`src/rtl/spike_decompressor_temporal.sv`:
```
// Temporal spike decompressor: replays a T_WINDOW-bit compressed spike history
// as a serial per-timestep spike stream, oldest timestep (MSB) first.
//
// Ports:
//   clk, rst_n        clock, synchronous active-low reset
//   pattern_in        compressed pattern, bit T_WINDOW-1 oldest, bit 0 newest
//   pattern_valid     pattern_in valid
//   pattern_ready     block can accept a pattern this cycle (combinational)
//   spike_out         spike for the current timestep
//   spike_valid       spike_out / t_idx / t_last valid
//   spike_ready       downstream consumes the current timestep
//   t_idx             timestep index of spike_out
//   t_last            current timestep is the final one of the pattern
//   frame_done        one-cycle pulse after the last timestep is consumed
//   frame_spike_cnt   number of ones in the most recently completed pattern
module spike_decompressor_temporal #(
    parameter int unsigned T_WINDOW = 16,
    parameter int unsigned CNT_W    = $clog2(T_WINDOW + 1)
) (
    input  logic                clk,
    input  logic                rst_n,
    input  logic [T_WINDOW-1:0] pattern_in,
    input  logic                pattern_valid,
    output logic                pattern_ready,
    output logic                spike_out,
    output logic                spike_valid,
    input  logic                spike_ready,
    output logic [CNT_W-1:0]    t_idx,
    output logic                t_last,
    output logic                frame_done,
    output logic [CNT_W-1:0]    frame_spike_cnt
);

    localparam logic [CNT_W-1:0] PRE_LAST_IDX = CNT_W'(T_WINDOW - 2);

    typedef enum logic {
        ST_IDLE   = 1'b0,
        ST_REPLAY = 1'b1
    } state_e;

    state_e              state_q,       state_d;
    logic [T_WINDOW-1:0] shreg_q,       shreg_d;
    logic [CNT_W-1:0]    t_idx_q,       t_idx_d;
    logic                t_last_q,      t_last_d;
    logic                spike_valid_q, spike_valid_d;
    logic [CNT_W-1:0]    run_cnt_q,     run_cnt_d;
    logic                frame_done_q,  frame_done_d;
    logic [CNT_W-1:0]    frame_cnt_q,   frame_cnt_d;

    logic beat_c;
    logic last_beat_c;
    logic load_c;

    // Handshake decode; ready also opens on the final beat so patterns chain without a bubble
    assign beat_c        = spike_valid_q & spike_ready;
    assign last_beat_c   = beat_c & t_last_q;
    assign pattern_ready = (state_q == ST_IDLE) | last_beat_c;
    assign load_c        = pattern_valid & pattern_ready;

    // State and datapath register
    always_ff @(posedge clk) begin
        if (!rst_n) begin
            state_q       <= ST_IDLE;
            shreg_q       <= '0;
            t_idx_q       <= '0;
            t_last_q      <= 1'b0;
            spike_valid_q <= 1'b0;
            run_cnt_q     <= '0;
            frame_done_q  <= 1'b0;
            frame_cnt_q   <= '0;
        end else begin
            state_q       <= state_d;
            shreg_q       <= shreg_d;
            t_idx_q       <= t_idx_d;
            t_last_q      <= t_last_d;
            spike_valid_q <= spike_valid_d;
            run_cnt_q     <= run_cnt_d;
            frame_done_q  <= frame_done_d;
            frame_cnt_q   <= frame_cnt_d;
        end
    end

    // Next-state: hold by default, advance on a beat, close on the last beat, then load overrides
    always_comb begin
        state_d       = state_q;
        shreg_d       = shreg_q;
        t_idx_d       = t_idx_q;
        t_last_d      = t_last_q;
        spike_valid_d = spike_valid_q;
        run_cnt_d     = run_cnt_q;
        frame_done_d  = 1'b0;
        frame_cnt_d   = frame_cnt_q;

        if (beat_c) begin
            shreg_d   = {shreg_q[T_WINDOW-2:0], 1'b0};
            t_idx_d   = CNT_W'(t_idx_q + CNT_W'(1));
            t_last_d  = (t_idx_q == PRE_LAST_IDX);
            run_cnt_d = CNT_W'(run_cnt_q + CNT_W'(shreg_q[T_WINDOW-1]));
        end

        if (last_beat_c) begin
            frame_done_d  = 1'b1;
            frame_cnt_d   = CNT_W'(run_cnt_q + CNT_W'(shreg_q[T_WINDOW-1]));
            state_d       = ST_IDLE;
            spike_valid_d = 1'b0;
            t_idx_d       = '0;
            t_last_d      = 1'b0;
            run_cnt_d     = '0;
        end

        if (load_c) begin
            state_d       = ST_REPLAY;
            shreg_d       = pattern_in;
            spike_valid_d = 1'b1;
            t_idx_d       = '0;
            t_last_d      = 1'b0;
            run_cnt_d     = '0;
        end
    end

    assign spike_out       = shreg_q[T_WINDOW-1];
    assign spike_valid     = spike_valid_q;
    assign t_idx           = t_idx_q;
    assign t_last          = t_last_q;
    assign frame_done      = frame_done_q;
    assign frame_spike_cnt = frame_cnt_q;

endmodule
```
`config.mk`:
```
export PLATFORM = sky130hd
export DESIGN_NAME = spike_decompressor_temporal
export DESIGN_NICKNAME = d
export VERILOG_FILES = /design/src/rtl/spike_decompressor_temporal.sv
export SDC_FILE = /design/constraint.sdc
export NUM_CORES = 1
export LEC_CHECK = 0
export ABC_AREA = 1
export ABC_CLOCK_PERIOD_IN_PS = 1000
export CAP_MARGIN = 20
export CELL_PAD_IN_SITES_DETAIL_PLACEMENT = 1
export CELL_PAD_IN_SITES_GLOBAL_PLACEMENT = 1
export CORE_MARGIN = 2
export CORE_UTILIZATION = 39
export DETAILED_ROUTE_END_ITERATION = 8
export DONT_BUFFER_PORTS = 1
export PLACE_DENSITY_LB_ADDON = 0.1
export SLEW_MARGIN = 20
export SYNTH_ARGS = -nofsm -noshare
export SYNTH_HDL_FRONTEND = slang
export SYNTH_SLANG_ARGS = --single-unit
```
`constraint.sdc`:
```
create_clock -name clk -period 1 [get_ports clk]
set_input_delay 0.15 -clock clk [delete_from_list [all_inputs] [get_ports clk]]
set_output_delay 0.15 -clock clk [all_outputs]
set_load 0.1 [all_outputs]
```
* After elaboration in Yosys (flattened, before gate mapping)
Cells that the tools add are included.
** Operators by class
- Add/subtract/negate cells :: 2
- Eq/ne operators :: 1
- Multiplexer cells :: 5
- Bitwise operators :: 6
- Reductions and logical operators :: 3
** Operators with widths (count)
- 2-to-1 mux 16 bit :: 2
- adder 5 x 1 -> 5 bit :: 1
- adder 5 x 1 -> 5 bit (second input constant) :: 1
- equality test 5 x 4 -> 1 bit (second input constant) :: 1
- nonzero test 2 bit :: 2
- bitwise AND 1 bit :: 3
- 2-to-1 mux 1 bit :: 3
- OR reduction 3 bit :: 1
- inverter 1 bit :: 2
- bitwise OR 1 bit :: 1
** Storage, ports and cells
- Register bits :: 34
- Bits of input ports :: 20
- Output and inout port bits :: 15
- Word-level logic and storage cells :: 24

* Longest topological paths before layout
Gate-level depths: netlist (run 1).
- Depth in word-level cells :: 5
- Mapped depth :: 7
- Depth with buffers taken out :: 6

* Worst setup path after synthesis (run 1)
OpenSTA, ideal clock, no wires.
- Path type :: flip-flop to flip-flop
- From :: reg spike_valid_q, in the netlist spike_valid
- To :: reg shreg_q[10]
- Setup time :: 132 ps
- Arrival time :: 2003 ps
- Data required time :: 868 ps
- Slack :: -1136 ps
- Stages on the path, launching flop included :: 7
- Buffers on the path :: 1
- Clock period less this slack :: 2136 ps
- Cells stage by stage :: dfxtp_1 nand3_2 nand2_2 buf_4 nand3_1 nand2_1 a21oi_1
** On the way
- Longest elaborated chain between the ends :: 5
- Elaborated cells on any way between the ends :: 7
- Classes of those cells :: mux: 1; bitwise: 5; reduce/logical: 1
** Ends and longest elaborated chain
- start: declaration :: line 45 : logic spike_valid_q, spike_valid_d;
- start signal: assignment :: line 76 : spike_valid_q <= spike_valid_d;
- bitwise AND 1 bit :: line 55 : assign beat_c = spike_valid_q & spike_ready;
- bitwise AND 1 bit :: line 56 : assign last_beat_c = beat_c & t_last_q;
- bitwise OR 1 bit (*) :: line 57 : assign pattern_ready = (state_q == ST_IDLE) | last_beat_c;
- net pattern_ready :: line 24 : output logic pattern_ready,
- bitwise AND 1 bit (*) :: line 58 : assign load_c = pattern_valid & pattern_ready;
- 2-to-1 mux 16 bit or nonzero test 2 bit (tied branches)
- end signal: assignment :: line 73 : shreg_q <= shreg_d;
- end: declaration :: line 42 : logic [T_WINDOW-1:0] shreg_q, shreg_d;
Mark *: on every way through the listed nets, which the timed path passes. The rest lies on a longest branch.
A chain may end at the register's enable or synchronous reset.

* Worst setup path in the final report (run 1)
- From :: reg t_last_q, in the netlist t_last
- To :: reg shreg_q[13]
** On the way
- Longest elaborated chain between the ends :: 4
- Elaborated cells on any way between the ends :: 5
- Classes of those cells :: mux: 1; bitwise: 3; reduce/logical: 1
** Ends and longest elaborated chain
- start: declaration :: line 44 : logic t_last_q, t_last_d;
- start signal: assignment :: line 75 : t_last_q <= t_last_d;
- bitwise AND 1 bit (*) :: line 56
- bitwise OR 1 bit (*) :: line 57
- bitwise AND 1 bit (*) :: line 58
- 2-to-1 mux 16 bit or nonzero test 2 bit (tied branches)
Every way passes the cells marked *; elsewhere a longest branch is shown, timed or not.

==> results of run 1 <==
layer usage:
metal | up-vias | GRT usage [%] | wire length, µm
met5 | - | 0 | 0
met4 | 0 | 19.5 | 547
met3 | 48 | 7.73 | 491
met2 | 110 | 49.9 | 4560
met1 | 914 | 30.0 | 3380
li1 | 819 | - | -
cell type report:
cell class	count	area, µm²	area share [%]
Sequential cell	34	727	25.3
Timing Repair Buffer	51	771	26.8
Inverter	21	83.8	2.92
Multi-Input combinational cell	162	1140	39.7
Clock buffer	7	86.3	3.01
Tap cell	50	62.6	2.18
kinds of logic after synthesis:
kind of cell,synth area share (%)
xor gates and xnor gates,2.73
adders and majority gates,3.13
DFF,42.5
AOI/OAI and AO/OA,8.59
buffers and inverters,8.98
and+or+nand+nor,34.1
per-stage QoR:
stage	cell area, µm²	setup WS (ns)
6_report	2870	-0.423
5_1_grt	2870	-0.460
4_1_cts	2490	-0.262
3_5_place_dp	2110	-0.233
3_3_place_gp	2110	-0.128
2_1_floorplan	1710	-0.360
registers in the layout, summed over array words and instances (netlist names):
register,cells
run_cnt_q,5
t_idx,5
t_last,1
shreg_q,16
frame_spike_cnt,5
spike_valid,1
frame_done,1
cells in the mapped netlist:
master | n | area [µm²]
nand2_4 | 1 | 11.3
buf_2 | 4 | 20.0
nand3b_1 | 1 | 7.51
nor2_1 | 11 | 41.3
o21ai_0 | 2 | 10.0
nand3_2 | 1 | 10.0
buf_1 | 3 | 11.3
xor2_1 | 3 | 26.3
or2_2 | 1 | 6.26
buf_6 | 2 | 22.5
and2_1 | 1 | 6.26
buf_4 | 1 | 7.51
inv_1 | 19 | 71.3
or2_0 | 1 | 6.26
inv_2 | 1 | 3.75
o211ai_1 | 1 | 7.51
ha_1 | 4 | 50.1
dfxtp_1 | 34 | 681
xnor2_1 | 2 | 17.5
a21oi_1 | 24 | 120
nand3_1 | 35 | 175
nand2_2 | 3 | 18.8
clkinv_1 | 1 | 3.75
clkbuf_1 | 1 | 3.75
nand2_1 | 70 | 263
critical path, cell delays in order, from the launching register on:
cell and delay [ns]:
dfxtp_4 0.40, nand3_4 0.11, nand2_8 0.09, buf_6 0.14, nand2_8 0.09, clkbuf_16 0.17, nand2_1 0.08, nand2_1 0.08
a21oi_2 0.17
power groups by stage:
stage | sequential [mW] | clock [mW] | combinational (mW)
3_3_place_gp | 1.48 | 0 | 0.499
5_1_grt | 1.47 | 1.14 | 0.918
3_5_place_dp | 1.49 | 0 | 0.520
4_1_cts | 1.45 | 1.07 | 0.633
2_1_floorplan | 1.54 | 0 | 0.297
6_report | 1.46 | 1.08 | 0.888
worst paths after layout:
kind	start	endpoint	slack, ns	cells after the start
hold reg to reg	frame_spike_cnt[0]	frame_spike_cnt[0]	0.48	2
setup reg to reg	t_last	shreg_q[13]	-0.42	8
hold / removal	pattern_in[0]	shreg_q[0]	0.06	2
setup / recovery	t_last	shreg_q[13]	-0.42	8
placed cells by master (no fill, tap or decap), drive strengths merged:
master	instances
clkinv	1
a21oi	24
o21ai	2
xor2	3
buf	49
nand2	75
xnor2	2
or2	2
nand3	36
clkbuf	9
and2	1
ha	4
o211ai	1
nand3b	1
nor2	11
dfxtp	34
inv	20
what timing repair did:
item                       CTS  global route
pin swaps                    4            17
setup buffers                7             9
resized for setup           51            63
setup endpoints to repair   39            48
cloned                       1             4
==> impl_metrics.toml, run 1 <==
[floorplanning]
die_area_um2 = 4630
die_height_um = 68.1
rows = 23
start_util_pct = 40.3
core-area_um2 = 3970
dieWidth_um = 68.1
io_pins = 35

[sta]
final.period_utilization_pct = 142
fin_skew_ns = 0.0125
setup_violations = 45
hold_ws_ns = 0.0600
rsz0062_at_grt = "yes"
final_hold_viol_count = 0
max_slew_margin_pct = 78.9
drv_slew = 0
max_freq_mhz = 703
finalWorstSetupSlack_ns = -0.423
period_needed_ns = 1.42
fin_setup_tns_ns = -10.96
worstMarginPinSlew_ns = 0.316

[worst_setup_path]
worstSetupPathType = "reg -> reg"
required_ns = 1.22
arrival_ns = 1.64
cp-end-kind = "register"
crit_path_max_fanout = 5
start_kind = "register"

[cts]
worstSkewPairLatency_ns = 0.30
cts.htree.levels = 2
clkTransAtPathRegs_ns = 0.08
cts_made_buffers = 5
cts_root_buf = "clkbuf_8"
hold_buffers = 0
cts.sinks = 34
cts_tree = "done"
cts_buffer_depth = 2

[synthesis]
ys_seq_elements = 34
ys_seq_area_share_pct = 42.5
synth_cells = 227
syn_area_um2 = 1600
synth.avg_cell_area_um2 = 7.06
yosys_warnings = 0
synth_cell_types = 25
syn_nets = 251

[global_route]
overflow = 0
grt_pass1_vias = 1879
grt_pass1_wl_mm = 9.42
antenna_found_initial = 0
grt_max_degree = 22
track_usage_pct = 28.7

[final_layout]
nFillCells = 400
finalNonFillerCells = 325
drive_gt1_share_pct = 50.5
fin_nets = 299
diodes = 0
finish.utilization_pct = 72.3
syn2layout_area_growth_pct = 79.3

[route]
ant_nets = 0
routed_wl_mm = 8.99
vias_per_cell = 5.82
drt_iter0_drc = 125
routedWlPerCell_um = 27.6
drc = 0
dr_total_vias = 1891
firstDrtPassIters = 4

[worst_hold_path]
hold_class = "in -> reg"

[job]
max_cap_viol_count = 0

[pwr]
clkPwrFrac_pct = 31.6
leakagePower_nw = 1.16
internal_power_mw = 2.32
ir_drop_uv = 837
p_seq_share_pct = 42.6
p_comb_share_pct = 25.9
power_mw = 3.44
power_per_cell_area_nw_per_um2 = 1200
netSwitchingPower_mw = 1.12
p_sw_share_pct = 32.5

[place]
port_buffers = 0
dp_cells = 297
dp.final_hpwl_mm = 3.40
place.gp.congestion = 0.745

[outcome]
status = "finished, violations left"
violations = "negative setup slack"
No activity file was read; power rests on OpenSTA's default activity.
==> run 2: changes to the inputs <==
--- a/config.mk
+++ b/config.mk
@@ -15,7 +15,6 @@
 export DETAILED_ROUTE_END_ITERATION = 8
 export DONT_BUFFER_PORTS = 1
 export PLACE_DENSITY_LB_ADDON = 0.1
-export SLEW_MARGIN = 20
 export SYNTH_ARGS = -nofsm -noshare
 export SYNTH_HDL_FRONTEND = slang
 export SYNTH_SLANG_ARGS = --single-unit
==> results of run 2 <==
Final layout, timing and power as in run 1 (identical DEF).
==> RTL edit (settings of run 2) <==
Make the reset (`rst_n`) asynchronous in one clocked block. Comments in the files are not updated.
--- a/src/rtl/spike_decompressor_temporal.sv
+++ b/src/rtl/spike_decompressor_temporal.sv
@@ -59,5 +59,5 @@
 
     // State and datapath register
-    always_ff @(posedge clk) begin
+    always_ff @(posedge clk or negedge rst_n) begin
         if (!rst_n) begin
             state_q       <= ST_IDLE;
Function: differs if rst_n is asserted again (counterexample within 4 cycles, from zero or initial values and one cycle with rst_n low); with rst_n held inactive, the same outputs for 10 cycles.
==> RTL edit against run 2 <==
The run still ends with negative setup slack left. Sequential cell count is the same. Wire length shrank 46%. Highest routed layer unchanged. Largest cell class is now sequential cells. Final cell count shrank 2.5%. Sequential share of layout area grew 8.4 points. Critical path type is now reg -> out. Setup slack gained 0.045 ns. Synthesized area grew 9.0%. Design area shrank 9.2%. Die area grew 8.5%.
Power is not compared: it rests on default switching activity, and its combinational part moved more than twofold at a synthesized area within 25%.
==> RTL edit: results (changes against run 2) <==
| Metric | Value |
|---|---|
| Async SR Flop Fraction | 1.000 (+1.000) |
| Failing checks | negative setup slack |
| Hold_ws | 0.02283 ns (-0.03713 ns) |
| RR Startpoint | spike_valid |
| Global Route Usage Sum | 0.2158 (-0.07131) |
| Hold EP | spike_valid |
| Most frequent cells after synthesis | nand2_1 (77), inv_1 (40), nand3_1 (37), dfrtp_1 (34), o21ai_0 (6) |
| Area after DPL | 2120 µm² (+0.24%) |
| Adder-Cell Fraction of Synth Area | 0.02867 (-0.002576) |
| Crit-path max FO | 3 (-2) |
| Post-synthesis sequential area ratio | 0.4875 (+0.06246) |
| R2r endpoint | t_idx[3] |
| Crit path arrival time | 1.23 ns (-0.41 ns) |
| Final Setup Violations | 47 (+4.4%) |
| Routability Congestion | 0.7458 (about the same) |
| Setup WS post-layout | -0.3779 ns (+0.04535 ns) |
| Met2 wire length | 2581 µm (-43%) |
| First-pass GRT wire length | 8466 µm (-10%) |
| Reg-to-reg setup timing slack | -0.37 ns (+0.05 ns) |
| Status | complete, but fails checks |
| Share of cells above drive strength 1 | 0.3019 (-0.2036) |
| Via count | 1593 (-16%) |
| Filler cells | 504 (+26%) |
| Place WS | -0.3017 ns (-0.06887 ns) |
| Vias in the first global route | 1752 (-6.8%) |
| Final net count | 288 (-3.7%) |
| Top post-synthesis cells by area | dfrtp_1 (49%), nand2_1 (17%), nand3_1 (11%) |
==> RTL edit: worst max-delay path by stage <==
stage | start | end | slack [ns] | cells past startpoint
final | spike_valid | pattern_ready | -0.38 | 4
after detailed placement | spike_valid | run_cnt_q[0] | -0.30 | 5
after floorplan | spike_valid | shreg_q[10] | -0.48 | 6
after global routing | spike_valid | t_idx[0] | -0.43 | 8
after CTS | spike_valid | pattern_ready | -0.40 | 4
after global placement | shreg_q[15] | run_cnt_q[4] | -0.26 | 6
==> RTL edit: cells by family (layout without fill, tap and decap cells) <==
logic type,after synthesis,after routing
XOR/XNOR,3,3
AO/OA/AOI/OAI,10,10
buffers and inverters,49,88
flip-flops,34,34
adder cells (fa/ha/maj),4,4
AND/OR/NAND/NOR,125,126
==> RTL edit: metal layers <==
metal | vias up | track usage
met3 | 6 | 0.04986
met5 | - | 0
li1 | 765 | -
met4 | 0 | 0.05870
met2 | 36 | 0.3863
met1 | 786 | 0.2603
==> RTL edit: critical path: stages, from the launching register on <==
cell and delay [ns]:
dfrtp_4 0.51, nand3_4 0.10, nand2_4 0.06, buf_8 0.12, buf_12 0.15
==> RTL edit: stage by stage <==
step | std cells | power, µW | setup TNS [ns]
CTS | 315 | 8799 | -10.92
finish | 317 | 8875 | -10.53
detailed placement | 297 | 6220 | -7.870
global placement | 297 | 6061 | -6.185
global route | 317 | 9384 | -12.68
floorplan | 225 | 5156 | -12.18
==> RTL edit: what timing repair did <==
action | in CTS | in global routing
gates cloned | 2 | 0
setup endpoints to repair | 48 | 48
buffers inserted | 7 | 2
hold buffers | 2 | 0
hold endpoints to repair | 34 | 0
pin swaps | 7 | 6
gates resized for setup | 46 | 5
==> RTL edit: power groups by stage <==
| stage | Combinational, µW | Clock (µW) | Sequential [µW] |
|---|---|---|---|
| final | 4860 | 1610 | 2400 |
| after global routing | 5220 | 1700 | 2460 |
| after CTS | 4770 | 1630 | 2390 |
| after detailed placement | 3850 | 0 | 2370 |
| after global placement | 3740 | 0 | 2330 |
| after floorplan | 1640 | 0 | 3520 |
==> RTL edit: area by class of cell <==
cell class / count / area, µm² / area share
clock inverter: 2 / 60.06 / 0.02302
tap: 52 / 65.06 / 0.02494
multi-input combinational: 143 / 818.3 / 0.3137
timing repair buffer: 39 / 540.5 / 0.2072
sequential: 34 / 880.8 / 0.3377
inverter: 41 / 161.4 / 0.06187
clock buffer: 6 / 82.58 / 0.03165
